[config.mk]
export PLATFORM = sky130hd
export DESIGN_NAME = csa_accumulator
export DESIGN_NICKNAME = d
export VERILOG_FILES = /design/src/rtl/csa_accumulator_pkg.sv /design/src/rtl/csa_accumulator_row.sv /design/src/rtl/csa_accumulator.sv
export SDC_FILE = /design/constraint.sdc
export NUM_CORES = 1
export LEC_CHECK = 0
export ABC_AREA = 1
export CORE_MARGIN = 2
export CORE_UTILIZATION = 60
export CTS_CLUSTER_SIZE = 20
export DETAILED_ROUTE_END_ITERATION = 8
export PLACE_DENSITY = 0.82
export SYNTH_ARGS = -nofsm -noshare
export SYNTH_HDL_FRONTEND = slang
export SYNTH_SLANG_ARGS = --single-unit
[constraint.sdc]
create_clock -name clk -period 6.4 [get_ports clk]
set_input_delay 1.92 -clock clk [delete_from_list [all_inputs] [get_ports clk]]
set_output_delay 1.92 -clock clk [all_outputs]
set_load 0.005 [all_outputs]
[src/rtl/csa_accumulator_pkg.sv]
// Shared definitions for the carry-save accumulator: FSM state encoding
// and default term / accumulator widths.
package csa_accumulator_pkg;

    localparam int DEF_IN_W  = 16;
    localparam int DEF_ACC_W = 32;

    typedef enum logic [1:0] {
        ST_ACCUM  = 2'd0,
        ST_RES_LO = 2'd1,
        ST_RES_HI = 2'd2,
        ST_OUT    = 2'd3
    } state_t;

endpackage

[src/rtl/csa_accumulator_row.sv]
// csa_row: W-wide row of independent 3:2 compressors.
// Ports: a, b, c (W) in; sum (W) = a^b^c, maj (W) = majority, unshifted.
module csa_row #(
    parameter int W = 32
) (
    input  logic [W-1:0] a,
    input  logic [W-1:0] b,
    input  logic [W-1:0] c,
    output logic [W-1:0] sum,
    output logic [W-1:0] maj
);

    for (genvar i = 0; i < W; i++) begin : g_csa_3_2
        assign sum[i] = a[i] ^ b[i] ^ c[i];
        assign maj[i] = (a[i] & b[i]) | (a[i] & c[i]) | (b[i] & c[i]);
    end

endmodule

[src/rtl/csa_accumulator.sv]
// csa_accumulator: sums a stream of signed terms in carry-save form, then
// resolves the (S, C) pair with a two-cycle split carry-propagate adder.
// Ports: clk, rst (async, active-high); in_valid/in_ready/in_data/in_last
// input stream; out_valid/out_ready/out_data resolved sum (mod 2^ACC_W).
module csa_accumulator
    import csa_accumulator_pkg::*;
#(
    parameter int IN_W  = DEF_IN_W,
    parameter int ACC_W = DEF_ACC_W
) (
    input  logic             clk,
    input  logic             rst,
    input  logic             in_valid,
    output logic             in_ready,
    input  logic [IN_W-1:0]  in_data,
    input  logic             in_last,
    output logic             out_valid,
    input  logic             out_ready,
    output logic [ACC_W-1:0] out_data
);

    localparam int H = ACC_W / 2;

    state_t state_q;
    state_t state_d;

    logic [ACC_W-1:0] s_q;
    logic [ACC_W-1:0] c_q;
    logic [H-1:0]     lo_q;
    logic             cy_q;

    logic [ACC_W-1:0] x;
    logic [ACC_W-1:0] row_sum;
    logic [ACC_W-1:0] row_maj;
    logic [H:0]       lo_sum;
    logic [H-1:0]     hi_sum;

    // Sign-extend the term; written this way so ACC_W == IN_W stays legal.
    always_comb begin
        x = {ACC_W{in_data[IN_W-1]}};
        x[IN_W-1:0] = in_data;
    end

    csa_row #(.W(ACC_W)) u_row (
        .a   (s_q),
        .b   (c_q),
        .c   (x),
        .sum (row_sum),
        .maj (row_maj)
    );

    assign lo_sum = {1'b0, s_q[H-1:0]} + {1'b0, c_q[H-1:0]};
    assign hi_sum = s_q[ACC_W-1:H] + c_q[ACC_W-1:H]
                  + {{(H-1){1'b0}}, cy_q};

    assign in_ready = (state_q == ST_ACCUM);

    always_ff @(posedge clk or posedge rst) begin
        if (rst) begin
            state_q <= ST_ACCUM;
        end else begin
            state_q <= state_d;
        end
    end

    always_comb begin
        state_d = state_q;
        unique case (state_q)
            ST_ACCUM: begin
                if (in_valid && in_last) begin
                    state_d = ST_RES_LO;
                end
            end
            ST_RES_LO: state_d = ST_RES_HI;
            ST_RES_HI: state_d = ST_OUT;
            ST_OUT: begin
                if (out_ready) begin
                    state_d = ST_ACCUM;
                end
            end
            default: state_d = ST_ACCUM;
        endcase
    end

    always_ff @(posedge clk or posedge rst) begin
        if (rst) begin
            s_q       <= '0;
            c_q       <= '0;
            lo_q      <= '0;
            cy_q      <= 1'b0;
            out_data  <= '0;
            out_valid <= 1'b0;
        end else begin
            unique case (state_q)
                ST_ACCUM: begin
                    if (in_valid) begin
                        s_q <= row_sum;
                        // Full-width shift drops the MSB carry (mod 2^ACC_W).
                        c_q <= row_maj << 1;
                    end
                end
                ST_RES_LO: begin
                    {cy_q, lo_q} <= lo_sum;
                end
                ST_RES_HI: begin
                    out_data  <= {hi_sum, lo_q};
                    out_valid <= 1'b1;
                    s_q       <= '0;
                    c_q       <= '0;
                end
                ST_OUT: begin
                    if (out_ready) begin
                        out_valid <= 1'b0;
                    end
                end
                default: ;
            endcase
        end
    end

endmodule
== After elaboration in Yosys (flattened, before gate mapping) ==
Index checks and enable logic that the tools add are counted.
Storage, ports and cells
  register bits: 116
  input bits: 21
Cells by class
  equal/unequal tests: 6
  reduce and logical (&&, ||, !) cells: 7
  bitwise logic cells: 219
  multiplexer cells: 9
  add/sub/neg operators: 3
Operator list (count)
  case mux 32 bit (2 select lines): 2
  bitwise AND 1 bit: 93
  2-to-1 mux 32 bit: 2
  XOR 1 bit: 64
  bitwise OR 1 bit: 62
  adder 16 x 16 -> 17 bit: 1
  adder 16 x 1 -> 16 bit: 1
  adder 16 bit: 1
  case mux 2 bit (4 select lines): 1
  AND reduction 2 bit: 3
  equality test 2 bit, second input constant: 2
  2-to-1 mux 2 bit: 2
  != test 2 bit, second input constant: 2
  nonzero test 2 bit: 2
  equality test 2 x 1 -> 1 bit, second input constant: 1
  logical NOT 2 bit: 1
  != test 2 x 1 -> 1 bit, second input constant: 1
  case mux 1 bit (2 select lines): 1
  logical AND 1 bit: 1
  2-to-1 mux 1 bit: 1

== Longest topological paths before layout ==
  depth in word-level cells: 5
  gate-level depth with buffers: 11
  mapped depth without buffers: 11

== Hierarchy ==
From an unflattened synthesis, not the netlist that was laid out.
Unflattened totals
  cells, all modules: 882
  area, all modules: 6984.2 sq um
Modules (own cells, without submodules)
  csa_accumulator: cells each 850, area each 6343.6 sq um, instances 1, sequential area each 2877.8 sq um
  csa_row: cells each 32, area each 640.6 sq um, instances 1, sequential area each 0.0 sq um

== Worst setup path before layout ==
No wires, ideal clock.
  path type: reg2out
  start point: register state_q[0]
  end point: output in_ready
  path slack: 3.746 ns
  cell stages (with the launch flop): 3
  buffers on the path: 0
  arrival: 0.734 ns
  data required time: 4.480 ns
  cells stage by stage: dfrtp_1 -> inv_1 -> ha_1
Between the ends
  longest elaborated chain between the ends: 1
Ends and longest elaborated chain
  from (decl): RTL line csa_accumulator.sv:24  | state_t state_q;
  from (signal assigned): RTL line csa_accumulator.sv:62  | state_q <= state_d;
  logical NOT 2 bit: RTL line csa_accumulator.sv:56  | assign in_ready = (state_q == ST_ACCUM);
  to (decl): RTL line csa_accumulator.sv:14  | output logic in_ready,
Every way passes these cells.

== Worst setup path after layout ==
Ends and elaborated chain as after synthesis.

==> results.json <==
{
  "final_clock_period_utilization_by_the_worst_path_pct": 57.7,
  "layout-area-overhead-vs-synth_pct": 18.3,
  "holdBufCountCts": 0,
  "post_synth_fa_ha_maj_area_fraction_pct": 15.9,
  "outcome": "finished clean",
  "min_path_type": "flop to flop",
  "placed_area_sq_mm": 0.00750,
  "gp_congestion": 0.873,
  "critical_path.startpoint": "state_q[0]",
  "total_number_of_yosys_warnings": 0,
  "synthesis.area_sq_mm": 0.00684,
  "setup_repair_after_global_routing_missed_its_margin": "false",
  "cts-htree-levels": 4,
  "initial_antenna_violation_count": 0,
  "worstPathArrival_ns": 1.77,
  "setup.worst_path.class": "flop to output port",
  "core_area_sq_mm": 0.0113,
  "synth_async_sr_flop_share_pct": 100,
  "slowest_delay_ns": 0.54,
  "power_density_over_cell_area_mw_per_mm2": 492,
  "post-synth-top-count-cell": "nand2_1",
  "netlist_top_cells_area": "dfrtp_1 42%, nand2_1 18%, fa_1 9.7%",
  "relSlewSlack_pct": 29.8,
  "post-cts-setup-buffers": 0,
  "non_filler_instances": 1085,
  "dp.cells": 1053,
  "critPathCaptureType": "output port",
  "yosys.area.top_type_share_pct": 42.0,
  "grt_start_max_net_pins": 84,
  "timing.rr.start": "state_q[0]",
  "vias": 5592,
  "synthesized_instance_count": 873,
  "rr_endpoint": "c_q[20]",
  "series_of_cell_instances_along_the_critical_path": "inv_1, ha_1, clkdlybuf4s50_1",
  "netlist.top_cell.by_area": "dfrtp_1",
  "grt_remaining_overflow": 0,
  "detail_route.drc_violations": 0,
  "power.static_leakage_nw": 4.26,
  "fin_nets": 1017,
  "synth_top_family_by_area": "simple AND/OR/NAND/NOR gates",
  "yosys_most_used_dff": "dfrtp_1",
  "finalHoldViolations": 0,
  "synth_sequential_area_ratio_pct": 42.0,
  "clockBufferDepth": 2,
  "cts.reportedPaths.clkPinSlew_ns": 0.05,
  "simple_gate_portion_of_the_synthesized_area_pct": 24.9,
  "synth_xor_area_share_pct": 0.768,
  "route.layer.met1.wl_um": 6090,
  "synth_fp_nets": 961,
  "nFillCells": 868,
  "cts_sinks": 115,
  "route.detailed.wl_per_inst_um": 13.2,
  "syn_avg_cell_area_sq_um": 7.84,
  "grtUsageTotal_pct": 25.3,
  "drt-total-wl_um": 14300,
  "hp-start": "lo_q[9]",
  "route.top_layer_used": "met4",
  "pin_count": 55,
  "clk-insertion-delay-late_ns": 0.42,
  "drive_above_1_share_pct": 4.56,
  "tightestPinTransition_ns": 1.05,
  "die_area_sq_mm": 0.0123,
  "timing.hold.worst_endpoint": "out_data[9]",
  "design_area_sq_mm": 0.00810,
  "met3RoutedLength_um": 473,
  "cap_viol_max_count": 0,
  "root_buffer": "clkbuf_16",
  "postCtsResizedCells": 0,
  "synth.area.mux_share_pct": 0,
  "cp-start-kind": "flop",
  "die-width_um": 111,
  "post-dp-hpwl_um": 9710,
  "setup_tns_final_ns": 0,
  "period_minus_slack_ns": 3.69,
  "finClkSkew_ns": 0.00974,
  "numCtsBuffers": 17,
  "achievable-frequency_mhz": 271,
  "critical_path_required_ns": 4.48,
  "final-max-slew-violation-count": 0,
  "yosysUniqueCellTypes": 26,
  "ys_top_cells_by_count": "331 x nand2_1, 142 x inv_1, 115 x dfrtp_1",
  "slowest_cell_on_the_critical_path": "clkdlybuf4s50_1",
  "finalSetupViolations": 0,
  "average_vias_per_placed_instance": 5.15,
  "number_of_antenna_violating_nets_in_the_routed_design": 0,
  "core.rowCount": 39,
  "effective_utilization_at_floorplan_pct": 60.7,
  "die_y_um": 111,
  "synth-seq-cells": 115,
  "portBuffers": 54,
  "synth_compound_area_share_pct": 6.98,
  "regToRegSetupSlack_ns": 3.89,
  "drt_iter0_drc": 258,
  "number_of_synthesized_flops_with_an_enable_pin": 0,
  "antenna_cells_inserted": 0,
  "grt_pass1_vias": 5507,
  "grt_first_pass_wirelength_um": 24900,
  "drt_pre_antenna_iters": 5,
  "critPathMaxFanout": 5,
  "wire_length_on_met2_um": 7400,
  "worst_r2r_path_depth": 9,
  "hold_depth": 2,
  "tritoncts_clock_tree": "done",
  "ir_worst_vdd_mv": 0.285
}
## power by group
group / switching (mW) / internal, mW
clock network: 0.328 / 0.639
registers: 0.235 / 1.02
logic: 1.06 / 0.702
total: 1.62 / 2.36
## state kept, by name, indices dropped and copies added (netlist names)
register,cells
out_data,32
s_q,32
c_q,31
lo_q,16
state_q,2
cy_q,1
out_valid,1
## worst max-delay path: cells and delay by family, from the launching register on
family	cells	cell delay, ns
fa+ha+maj	1	0.29
flops	1	0.40
buf+inv	2	0.66
## worst max path at each step
stage / end / slack [ns] / depth (start not counted)
2_1_floorplan: c_q[10] / 1.44 / 1
3_3_place_gp: s_q[18] / 2.40 / 5
3_5_place_dp: s_q[19] / 2.37 / 5
4_1_cts: in_ready / 2.68 / 3
5_1_grt: s_q[19] / 2.61 / 5
6_report: in_ready / 2.71 / 3
## routing by layer
| metal | vias up | global-route usage (%) |
|---|---|---|
| met5 | - | 0 |
| met4 | 0 | 11.3 |
| met3 | 30 | 4.81 |
| met2 | 101 | 43.8 |
| met1 | 2659 | 30.8 |
| li1 | 2802 | - |
## area by class of cell
cell class | instances | area, sq um | area share, %
multi-input cells | 592 | 3320 | 41.0
repair buffers | 59 | 578 | 7.14
inverters | 144 | 543 | 6.70
clock inverters | 10 | 129 | 1.59
clock buffers | 22 | 474 | 5.86
flip-flops and latches | 115 | 2880 | 35.5
well taps | 143 | 179 | 2.21
## cells in the final DEF, fill, tap and decap left out
cell             Yosys  routed
inv_4                0       1
clkinv_2             0       6
nand3_1             44      44
a21oi_1             15      15
xnor2_1              5       5
bufinv_16            0       3
inv_2                2       2
fa_1                33      33
inv_1              142     141
nor2_1              31      31
o21ai_1             29      29
nand2_1            331     331
or2_2                4       4
ha_1                34      34
or2_0                2       2
nor3_1               6       6
clkdlybuf4s50_1      0      54
and2_1               1       1
o21ai_0             47      47
clkbuf_8             0       3
xor2_1               1       1
buf_4                6       5
nand3b_1             4       4
dfrtp_1            115     115
o22ai_1              1       1
o21ai_4              1       1
clkbuf_16            0      17
inv_6                0       1
nand4_1              3       3
clkbuf_1            11       2
## cells by family (layout without fill, tap and decap cells)
group,count (synthesis),in the layout
AND/OR/NAND/NOR,426,426
buffers and inverters,166,235
flip-flops,115,115
AO/OA/AOI/OAI,93,93
adder cells (fa/ha/maj),67,67
XOR/XNOR,6,6
## through the flow
| step | utilization, % | setup slack [ns] | power, mW | hold WS, ns |
|---|---|---|---|---|
| after floorplan | - | 1.44 | 2.47 | 0.442 |
| after CTS | 71.9 | 2.68 | 4.01 | 0.470 |
| after global placement | 66.5 | 2.40 | 2.92 | 0.455 |
| after detailed placement | 66.5 | 2.37 | 3.01 | 0.458 |
| final | 71.9 | 2.71 | 3.99 | 0.467 |
| after global routing | 71.9 | 2.61 | 4.34 | 0.500 |
(Power assumes the default switching activity.)
